==> config.mk <==
export PLATFORM = sky130hd
export DESIGN_NAME = lsq_alloc_ctrl
export DESIGN_NICKNAME = d
export VERILOG_FILES = /design/src/rtl/lsq_alloc_ctrl_pkg.sv /design/src/rtl/lsq_order_fifo.sv /design/src/rtl/lsq_alloc_ctrl.sv
export SDC_FILE = /design/constraint.sdc
export NUM_CORES = 1
export LEC_CHECK = 0
export CAP_MARGIN = 20
export CORE_MARGIN = 2
export CORE_UTILIZATION = 60
export DETAILED_ROUTE_END_ITERATION = 10
export DONT_BUFFER_PORTS = 1
export GPL_ROUTABILITY_DRIVEN = 1
export PLACE_DENSITY = 0.83
export SETUP_SLACK_MARGIN = 0.2
export SYNTH_ARGS = -nofsm -noshare
export SYNTH_HDL_FRONTEND = slang
export SYNTH_HIERARCHICAL = 1
export SYNTH_SLANG_ARGS = --single-unit
==> constraint.sdc <==
create_clock -name Clk -period 9.29 [get_ports Clk]
set_input_delay 1.858 -clock Clk [delete_from_list [all_inputs] [get_ports Clk]]
set_output_delay 1.858 -clock Clk [all_outputs]
set_load 0.005 [all_outputs]
==> src/rtl/lsq_alloc_ctrl_pkg.sv <==
// Shared definitions for the LSQ allocator: default sizes, entry lifecycle
// encodings and the packed layout of one queued memory op.
package lsq_alloc_ctrl_pkg;

  localparam int LSQ_DEPTH = 4;
  localparam int LSQ_IDXW  = 2;
  localparam int LSQ_ROBW  = 5;
  localparam int LSQ_AW    = 32;

  // Lifecycle of one LSQ entry: FREE -> WAIT -> ISSUED -> FREE
  typedef enum logic [1:0] {
    ST_FREE   = 2'd0,
    ST_WAIT   = 2'd1,
    ST_ISSUED = 2'd2
  } entry_state_t;

  // Payload captured at dispatch and replayed at issue / writeback
  typedef struct packed {
    logic                is_store;
    logic [LSQ_ROBW-1:0] rob_id;
    logic [LSQ_AW-1:0]   addr;
    logic [LSQ_AW-1:0]   data;
  } entry_t;

endpackage

==> src/rtl/lsq_order_fifo.sv <==
// Circular FIFO of entry indices recording allocation order. Clear has
// priority over push/pop. Occupancy never exceeds DEPTH because every
// pushed index was popped from a DEPTH-entry free list, so no full flag.
module lsq_order_fifo #(
  parameter int DEPTH = 4,
  parameter int IDXW  = 2
) (
  input  logic            Clk,
  input  logic            Rest,
  input  logic            Push,
  input  logic [IDXW-1:0] PushIdx,
  input  logic            Pop,
  input  logic            Clear,
  output logic            Empty,
  output logic [IDXW-1:0] HeadIdx
);

  logic [IDXW-1:0] mem_reg [DEPTH];
  logic [IDXW-1:0] wr_ptr_reg, rd_ptr_reg;
  logic [IDXW:0]   count_reg;

  function automatic logic [IDXW-1:0] ptr_inc(input logic [IDXW-1:0] p);
    return (p == IDXW'(DEPTH - 1)) ? '0 : p + 1'b1;
  endfunction

  // Pointer and occupancy bookkeeping
  always_ff @(posedge Clk or negedge Rest) begin
    if (!Rest) begin
      wr_ptr_reg <= '0;
      rd_ptr_reg <= '0;
      count_reg  <= '0;
    end else if (Clear) begin
      wr_ptr_reg <= '0;
      rd_ptr_reg <= '0;
      count_reg  <= '0;
    end else begin
      if (Push) wr_ptr_reg <= ptr_inc(wr_ptr_reg);
      if (Pop)  rd_ptr_reg <= ptr_inc(rd_ptr_reg);
      count_reg <= count_reg + (IDXW+1)'(Push) - (IDXW+1)'(Pop);
    end
  end

  // Index storage; contents are meaningless while the slot is unoccupied
  always_ff @(posedge Clk) begin
    if (Push && !Clear) mem_reg[wr_ptr_reg] <= PushIdx;
  end

  assign Empty   = (count_reg == '0);
  assign HeadIdx = mem_reg[rd_ptr_reg];

endmodule

==> src/rtl/lsq_alloc_ctrl.sv <==
// LSQ allocator with in-order issue. Pops free indices on dispatch, issues
// entries to memory in allocation order, writes back on response and returns
// the index to the free FIFO. Flush frees everything and requests a free
// FIFO re-initialise for one cycle.
// Optional build macro LSQ_STAT_EN adds StatStall / StatIssue counters.
// ROBW and AW must match the package widths, which fix the entry layout.
module lsq_alloc_ctrl
  import lsq_alloc_ctrl_pkg::*;
#(
  parameter int DEPTH = LSQ_DEPTH,
  parameter int IDXW  = LSQ_IDXW,
  parameter int ROBW  = LSQ_ROBW,
  parameter int AW    = LSQ_AW
) (
  input  logic            Clk,
  input  logic            Rest,
  input  logic            DispValid,
  output logic            DispReady,
  input  logic            DispIsStore,
  input  logic [AW-1:0]   DispAddr,
  input  logic [AW-1:0]   DispData,
  input  logic [ROBW-1:0] DispRobId,
  input  logic            FlEmpty,
  input  logic [IDXW-1:0] FlPreIdx,
  output logic            FlRable,
  output logic            FlWable,
  output logic [IDXW-1:0] FlDin,
  output logic            FlClean,
  output logic            MemReqValid,
  input  logic            MemReqReady,
  output logic [IDXW-1:0] MemReqIdx,
  output logic            MemReqStore,
  output logic [AW-1:0]   MemReqAddr,
  output logic [AW-1:0]   MemReqData,
  input  logic            MemRespValid,
  input  logic [IDXW-1:0] MemRespIdx,
  input  logic [AW-1:0]   MemRespData,
  output logic            WbValid,
  output logic [ROBW-1:0] WbRobId,
  output logic [AW-1:0]   WbData,
  input  logic            Flush
`ifdef LSQ_STAT_EN
  ,
  output logic [31:0]     StatStall,
  output logic [31:0]     StatIssue
`endif
);

  entry_state_t    state_reg  [DEPTH];
  entry_state_t    state_next [DEPTH];
  entry_t          entry_reg  [DEPTH];
  entry_t          disp_entry;
  entry_t          head_entry;
  logic            fifo_empty;
  logic [IDXW-1:0] head_idx;
  logic            disp_ready, disp_fire, req_valid, req_fire, resp_ok;
  logic            flclean_reg, wb_valid_reg;
  logic [ROBW-1:0] wb_rob_reg;
  logic [AW-1:0]   wb_data_reg;

  // Handshake decode; flush blocks everything for its own cycle
  assign disp_ready = !FlEmpty && !Flush && !flclean_reg;
  assign disp_fire  = DispValid && disp_ready;
  assign req_valid  = !fifo_empty && (state_reg[head_idx] == ST_WAIT) && !Flush;
  assign req_fire   = req_valid && MemReqReady;
  assign resp_ok    = MemRespValid && (state_reg[MemRespIdx] == ST_ISSUED) && !Flush;

  assign disp_entry = '{is_store: DispIsStore, rob_id: DispRobId, addr: DispAddr, data: DispData};
  assign head_entry = req_valid ? entry_reg[head_idx] : '0;

  lsq_order_fifo #(.DEPTH(DEPTH), .IDXW(IDXW)) u_order (
    .Clk     (Clk),
    .Rest    (Rest),
    .Push    (disp_fire),
    .PushIdx (FlPreIdx),
    .Pop     (req_fire),
    .Clear   (Flush),
    .Empty   (fifo_empty),
    .HeadIdx (head_idx)
  );

  // Per-entry next state; the three events target different entries
  // because a dispatched index always comes from the free FIFO
  genvar gi;
  generate
    for (gi = 0; gi < DEPTH; gi++) begin : g_entry
      assign state_next[gi] =
        Flush                                     ? ST_FREE   :
        (disp_fire && FlPreIdx   == IDXW'(gi))    ? ST_WAIT   :
        (req_fire  && head_idx   == IDXW'(gi))    ? ST_ISSUED :
        (resp_ok   && MemRespIdx == IDXW'(gi))    ? ST_FREE   :
                                                    state_reg[gi];
    end
  endgenerate

  // Entry lifecycle state
  always_ff @(posedge Clk or negedge Rest) begin
    if (!Rest) begin
      for (int i = 0; i < DEPTH; i++) state_reg[i] <= ST_FREE;
    end else begin
      for (int i = 0; i < DEPTH; i++) state_reg[i] <= state_next[i];
    end
  end

  // Entry payload, written only at dispatch
  always_ff @(posedge Clk) begin
    if (disp_fire) entry_reg[FlPreIdx] <= disp_entry;
  end

  // Writeback pulse and one-cycle free FIFO clean request
  always_ff @(posedge Clk or negedge Rest) begin
    if (!Rest) begin
      wb_valid_reg <= 1'b0;
      wb_rob_reg   <= '0;
      wb_data_reg  <= '0;
      flclean_reg  <= 1'b0;
    end else begin
      wb_valid_reg <= resp_ok;
      flclean_reg  <= Flush;
      if (resp_ok) begin
        wb_rob_reg  <= entry_reg[MemRespIdx].rob_id;
        wb_data_reg <= entry_reg[MemRespIdx].is_store ? '0 : MemRespData;
      end
    end
  end

  assign DispReady   = disp_ready;
  assign FlRable     = disp_fire;
  assign FlWable     = resp_ok;
  assign FlDin       = resp_ok ? MemRespIdx : '0;
  assign FlClean     = flclean_reg;
  assign MemReqValid = req_valid;
  assign MemReqIdx   = req_valid ? head_idx : '0;
  assign MemReqStore = head_entry.is_store;
  assign MemReqAddr  = head_entry.addr;
  assign MemReqData  = head_entry.data;
  assign WbValid     = wb_valid_reg && !Flush;
  assign WbRobId     = wb_rob_reg;
  assign WbData      = wb_data_reg;

`ifdef LSQ_STAT_EN
  logic [31:0] stat_stall_reg, stat_issue_reg;

  // Free-running statistics, untouched by flush
  always_ff @(posedge Clk or negedge Rest) begin
    if (!Rest) begin
      stat_stall_reg <= '0;
      stat_issue_reg <= '0;
    end else begin
      if (DispValid && !disp_ready) stat_stall_reg <= stat_stall_reg + 32'd1;
      if (req_fire)                 stat_issue_reg <= stat_issue_reg + 32'd1;
    end
  end

  assign StatStall = stat_stall_reg;
  assign StatIssue = stat_issue_reg;
`endif

endmodule
==> Yosys cells after proc, flatten, opt, wreduce, memory -nomap -nowiden <==
Memory sizes are Yosys's and may differ from the RTL's.
Index checks and enable logic that the tools add are counted.
{ "word_totals": {"register_bits": 54, "ram_bits": 288, "inputBits": 113, "output_inout_bits": 112, "elab_cells": 107, "mem_count": 2} }
{ "classes": {"addsub": 4, "magnitude_cmp": 2, "eq_ne": 13, "n_mux": 37, "bitwise_logic": 2, "n_reduce_logical": 36} }
{ "mem_list": {"columns": ["name", "depth", "width", "rd", "rd_ports_with_merged_regs", "write_ports", "line", "source"], "rows": [
  ["entry_reg", 4, 70, 2, 0, 1, "lsq_alloc_ctrl.sv:51", "entry_t entry_reg [DEPTH];"],
  ["u_order.mem_reg", 4, 2, 1, 0, 1, "lsq_order_fifo.sv:18", "logic [IDXW-1:0] mem_reg [DEPTH];"]
]} }
{ "ops": {"columns": ["op", "count"], "rows": [
  ["two-way mux 70 bit", 1],
  ["two-way mux 2 bit", 28],
  ["two-way mux 32 bit", 1],
  ["logical AND 1 bit", 22],
  ["== test 2 bit, second input constant", 9],
  ["nonzero test 4 bit", 4],
  ["binary-select mux 2 bit (select 2 bit)", 2],
  ["== test 2 x 1 -> 1 bit, second input constant", 4],
  [">= comparator 3 bit, second input constant", 2],
  ["zero test 2 bit", 3],
  ["inverter 2 -> 3 bit", 2],
  ["adder 2 x 1 -> 2 bit, second input constant", 2],
  ["zero test 1 bit", 4],
  ["two-way mux 1 bit", 4],
  ["nonzero test 2 bit", 2],
  ["adder 3 x 1 -> 3 bit", 1],
  ["zero test 3 bit", 1],
  ["two-way mux 3 bit", 1],
  ["subtractor 3 x 1 -> 3 bit", 1]
]} }

==> Depth between registers and ports, before layout <==
An unclocked memory read counts as a cell.
{ "depth": {"depth_word": 13, "ltp_mapped": 14, "mapped_depth_nobuf": 12} }

==> By module <==
Netlist, hierarchy kept.
{ "by_module_without_submodules": {"columns": ["mod", "n_inst", "cells_each", "area_each_um2", "seq_area_each_um2"], "rows": [
  ["lsq_alloc_ctrl", 1, 630, 12796.0, 9584.2],
  ["lsq_order_fifo", 1, 50, 735.7, 415.4]
]} }

==> Least setup slack after synthesis <==
OpenSTA, ideal clock, no wires.
{ "synth_timing": {"path_type": "input -> register", "start": "input Flush", "end": "memory entry_reg[0][0] (netlist name) (enable)", "setup_ns": 0.606, "arrival_time_ns": 8.011, "t_required_ns": 8.684, "path_slack_ns": 0.673, "path_stages": 3, "path_buffers": 1, "cell_sequence": "clkbuf_1 -> nor4b_2 -> nor3b_1"} }
{ "synth_via": {"elab_chain_len": 6} }
{ "synth_rtl": {"columns": ["element", "line", "source"], "rows": [
  ["start: declaration", "lsq_alloc_ctrl.sv:41", "input logic Flush"],
  ["zero test 1 bit", "lsq_alloc_ctrl.sv:62", "assign disp_ready = !FlEmpty && !Flush && !flclean_reg;"],
  ["logical AND 1 bit (2 in series)", "lsq_alloc_ctrl.sv:62", null],
  ["logical AND 1 bit", "lsq_alloc_ctrl.sv:63", "assign disp_fire = DispValid && disp_ready;"],
  ["via FlRable", "lsq_alloc_ctrl.sv:25", "output logic FlRable,"],
  ["two-way mux 1 bit", "lsq_alloc_ctrl.sv:107", "if (disp_fire) entry_reg[FlPreIdx] <= disp_entry;"],
  ["two-way mux 1 bit (implied by the code)", "lsq_alloc_ctrl.sv:107", null],
  ["end: declaration", "lsq_alloc_ctrl.sv:51", null]
]} }
The timed path passes the listed nets, and every way through them passes these cells.

==> Worst setup path in the final report <==
{ "layout_timing": {"start": "register u_order.rd_ptr_reg[0]", "end": "output MemReqData[1]"} }
{ "layout_via": {"elab_chain_len": 9, "word_cells_on_any_way": 10, "classes_between": "eq/ne (1); mux (4); bitwise (1); reduce/logical (2); memory (2)"} }
{ "layout_rtl": {"columns": ["element", "line", "source"], "rows": [
  ["start: declaration", "lsq_order_fifo.sv:19", "logic [IDXW-1:0] wr_ptr_reg, rd_ptr_reg;"],
  ["start signal: assignment", "lsq_order_fifo.sv:38", "if (Pop) rd_ptr_reg <= ptr_inc(rd_ptr_reg);"],
  ["memory read (4 x 2 bit) *", null, null],
  ["via head_idx[1]", "lsq_alloc_ctrl.sv:55", "logic [IDXW-1:0] head_idx;"],
  ["inverter 2 -> 3 bit (implied by the code)", "lsq_alloc_ctrl.sv:64", "assign req_valid = !fifo_empty && (state_reg[head_idx] == ST_WAIT) && !Flush;"],
  ["binary-select mux 2 bit (select 2 bit)", "lsq_alloc_ctrl.sv:64", null],
  ["two-way mux 2 bit (implied by the code) (2 in series)", "lsq_alloc_ctrl.sv:64", null],
  ["== test 2 x 1 -> 1 bit", "lsq_alloc_ctrl.sv:64", null],
  ["logical AND 1 bit (2 in series)", "lsq_alloc_ctrl.sv:64", null],
  ["two-way mux 70 bit *", "lsq_alloc_ctrl.sv:69", "assign head_entry = req_valid ? entry_reg[head_idx] : '0;"],
  ["end: declaration", "lsq_alloc_ctrl.sv:34", "output logic [AW-1:0] MemReqData,"]
]} }
The timed path passes the listed nets; every way through them passes the cells marked *. The select of a mux whose other input is x is not followed.

==> qor.csv <==
metric;value;unit
finalHoldViolCount;0;
cts.repair.resized;0;
synthMostInstantiatedCell;sky130_fd_sc_hd__edfxtp_1;
htreeDepth;2;
antenna_found_initial;0;
drc;0;
worst_path_dominant_cell_family;multiplexers;
cts_setup_buffers;0;
yosys.cell_types.count;43;
tritoncts_sinks;342;
multi_input_area;3349;sq um
setup_slack;3.310;ns
skew;0.01437;ns
grt_max_degree;75;
cpMaxStageDelayCell;sky130_fd_sc_hd__mux4_4;
drv.max_cap_violation_count;0;
detailed_place_hpwl;14850;microns
die-area;23770;sq um
syn_nets;801;
rsz0062_at_grt;false;
pre_cts_slack;3.768;ns
worstPathCellList;mux4_4, mux2i_1, a2111oi_2, o21ai_4, buf_4, nor2b_1;
wl_per_cell;24.23;microns
first_global_vias;6797;
die_h;154.2;microns
worstMarginPinSlew;1.091;ns
synth.ff_latch_count;342;
result_of_the_run;completed;
final_nets;812;
synth_common_cells;288 x sky130_fd_sc_hd__edfxtp_1, 102 x sky130_fd_sc_hd__nor2b_1, 71 x sky130_fd_sc_hd__mux4_2, 54 x sky130_fd_sc_hd__dfrtp_1;
timing.final.max_slew_violations;0;
finalCritPeriodShare;0.6437;
maxClockFrequency;0.1672;GHz
critPathMaxFanout;74;
postSynth.asyncResetShare;0.1579;
drtAntennaViolNets;0;
worst_ep_arrival_time;4.12;ns
insertion_delay;0.50;ns
grt_remaining_overflow;0;
antenna_diode_count;0;
wirelength_met1;8311;microns
critPathBufInv;1;
sequential_cell_area;10000;sq um
die_width;154.2;microns
power-per-cell-area;205.4;nW/um^2
fp.coreArea;21960;sq um
synth_top_cells_by_area;sky130_fd_sc_hd__edfxtp_1 64%, sky130_fd_sc_hd__mux4_2 12%, sky130_fd_sc_hd__dfrtp_1 10%, sky130_fd_sc_hd__nor2b_1 4.7%, sky130_fd_sc_hd__mux2_1 1.6%;
core.rowCount;54;
largest_register_ffs;280;
floorplan.initialDensity;0.6162;
leakage;4.933;nW
total_power;3.050;mW
detail_route.iter0.violations;317;
finalWeightedCongestion;0.7650;
worstSetupEndpointType;output pin;
route.final.wire_length;24110;microns
cpPeakStageDelay;1.17;ns
drt-vias-per-instance;6.191;
synth_top_area_cell;sky130_fd_sc_hd__edfxtp_1;
syn_area;13530;sq um
synth-seq-area-share;0.7390;
crit_required;7.43;ns
syn_to_final_growth;9.736;%
drive_above_1_share;0.2140;
synthesis.instances;680;
timing.max_slew.rel_slack;0.2726;
port_buffers;0;
clk_pin_slew;0.06;ns
finalSetupViolCount;0;
layout_min_cycle_time;5.980;ns
placed_cell_area;13800;sq um
maxUsedRoutingLayer;met4;
cts_tree;built;
dr_wl_met2;12810;microns
post-synth-top-area-fraction;0.6391;
cts.path.max_buffers;3;
cts_inserted_buffers;35;
final.setup.tns;0;ns
peakVddDrop;175.7;uV
number_of_fill_cells_in_the_layout;1350;
timing.critical_path.from_type;register;
yosys_most_used_dff;sky130_fd_sc_hd__edfxtp_1;
met3_length;2404;microns
hold_buffers;0;
critPathKind;register to output pin;
finish.instance_area;14850;sq um
post_synth.cell_area_avg;19.90;sq um
dr_total_vias;6160;
synth_enable_flop_cells;288;
drt_pass1_iterations;4;
final_standard_cell_utilization_of_the_core;0.6762;
holdCritPathClass;register to register;
grt_pass1_wl;37980;microns
root_buffer;sky130_fd_sc_hd__clkbuf_16;
grtUsageTotal;0.2076;
num_io_pins;225;
yosys_warnings;6;
## worst paths after layout
kind	start	to	slack [ns]	cells past startpoint
hold / removal	WbData[7]	WbData[7]	0.52	1
setup / recovery	u_order/rd_ptr_reg[0]	MemReqData[1]	3.31	6
hold reg to reg	WbData[7]	WbData[7]	0.52	1
setup reg to reg	u_order/rd_ptr_reg[0]	u_order/count_reg[2]	4.69	12
min in group asynchronous	Rest	WbData[3]	1.05	0
max in group asynchronous	Rest	state_reg[3]	8.14	0
## cell usage in the layout (no fill, tap or decap), types with 11 or more instances in the layout
cell,instances
sky130_fd_sc_hd__inv_1,13
sky130_fd_sc_hd__nor2b_1,102
sky130_fd_sc_hd__clkbuf_1,13
sky130_fd_sc_hd__mux4_2,71
sky130_fd_sc_hd__clkbuf_16,37
sky130_fd_sc_hd__nor2_1,11
sky130_fd_sc_hd__mux2_2,19
sky130_fd_sc_hd__edfxtp_1,288
sky130_fd_sc_hd__mux2_1,19
sky130_fd_sc_hd__dfrtp_1,54
## layer usage
metal  vias up  GRT usage
li1       2681          -
met3        49    0.08013
met2       245     0.3756
met1      3185     0.2254
met4         0    0.06631
met5         -          0
## report_power, final
group / switching (mW) / total [mW] / internal, mW / leakage [nW]
combinational: 0.0270 / 0.0642 / 0.0372 / 1.13
sequential: 0.0261 / 1.73 / 1.71 / 3.30
clock: 0.523 / 1.25 / 0.730 / 0.502
total: 0.576 / 3.05 / 2.47 / 4.93
## cell families after synthesis
group                    after synthesis  synth area share
flip-flops                           342            0.7390
AND/OR/NAND/NOR                      149           0.06732
multiplexers                         115            0.1566
buffers and inverters                 47           0.01664
AO/OA/AOI/OAI                         18           0.01082
adder cells (fa/ha/maj)                8          0.007952
XOR/XNOR                               1          0.001664
## layout make-up
cell class                 instances  area share
inverter                          13    0.003286
sequential                       342      0.6734
timing repair buffer               8    0.004887
tap                              280     0.02359
clock buffer                      50     0.06564
clock inverter                    11    0.003623
multi-input combinational        291      0.2256
## per-stage QoR
stage,hold WS [ns],std cells
6_report,0.5183,995
5_1_grt,0.5348,995
4_1_cts,0.5207,994
3_5_place_dp,0.5073,933
3_3_place_gp,0.4991,933
2_1_floorplan,0.4828,680
No activity file was read; power rests on OpenSTA's default activity.
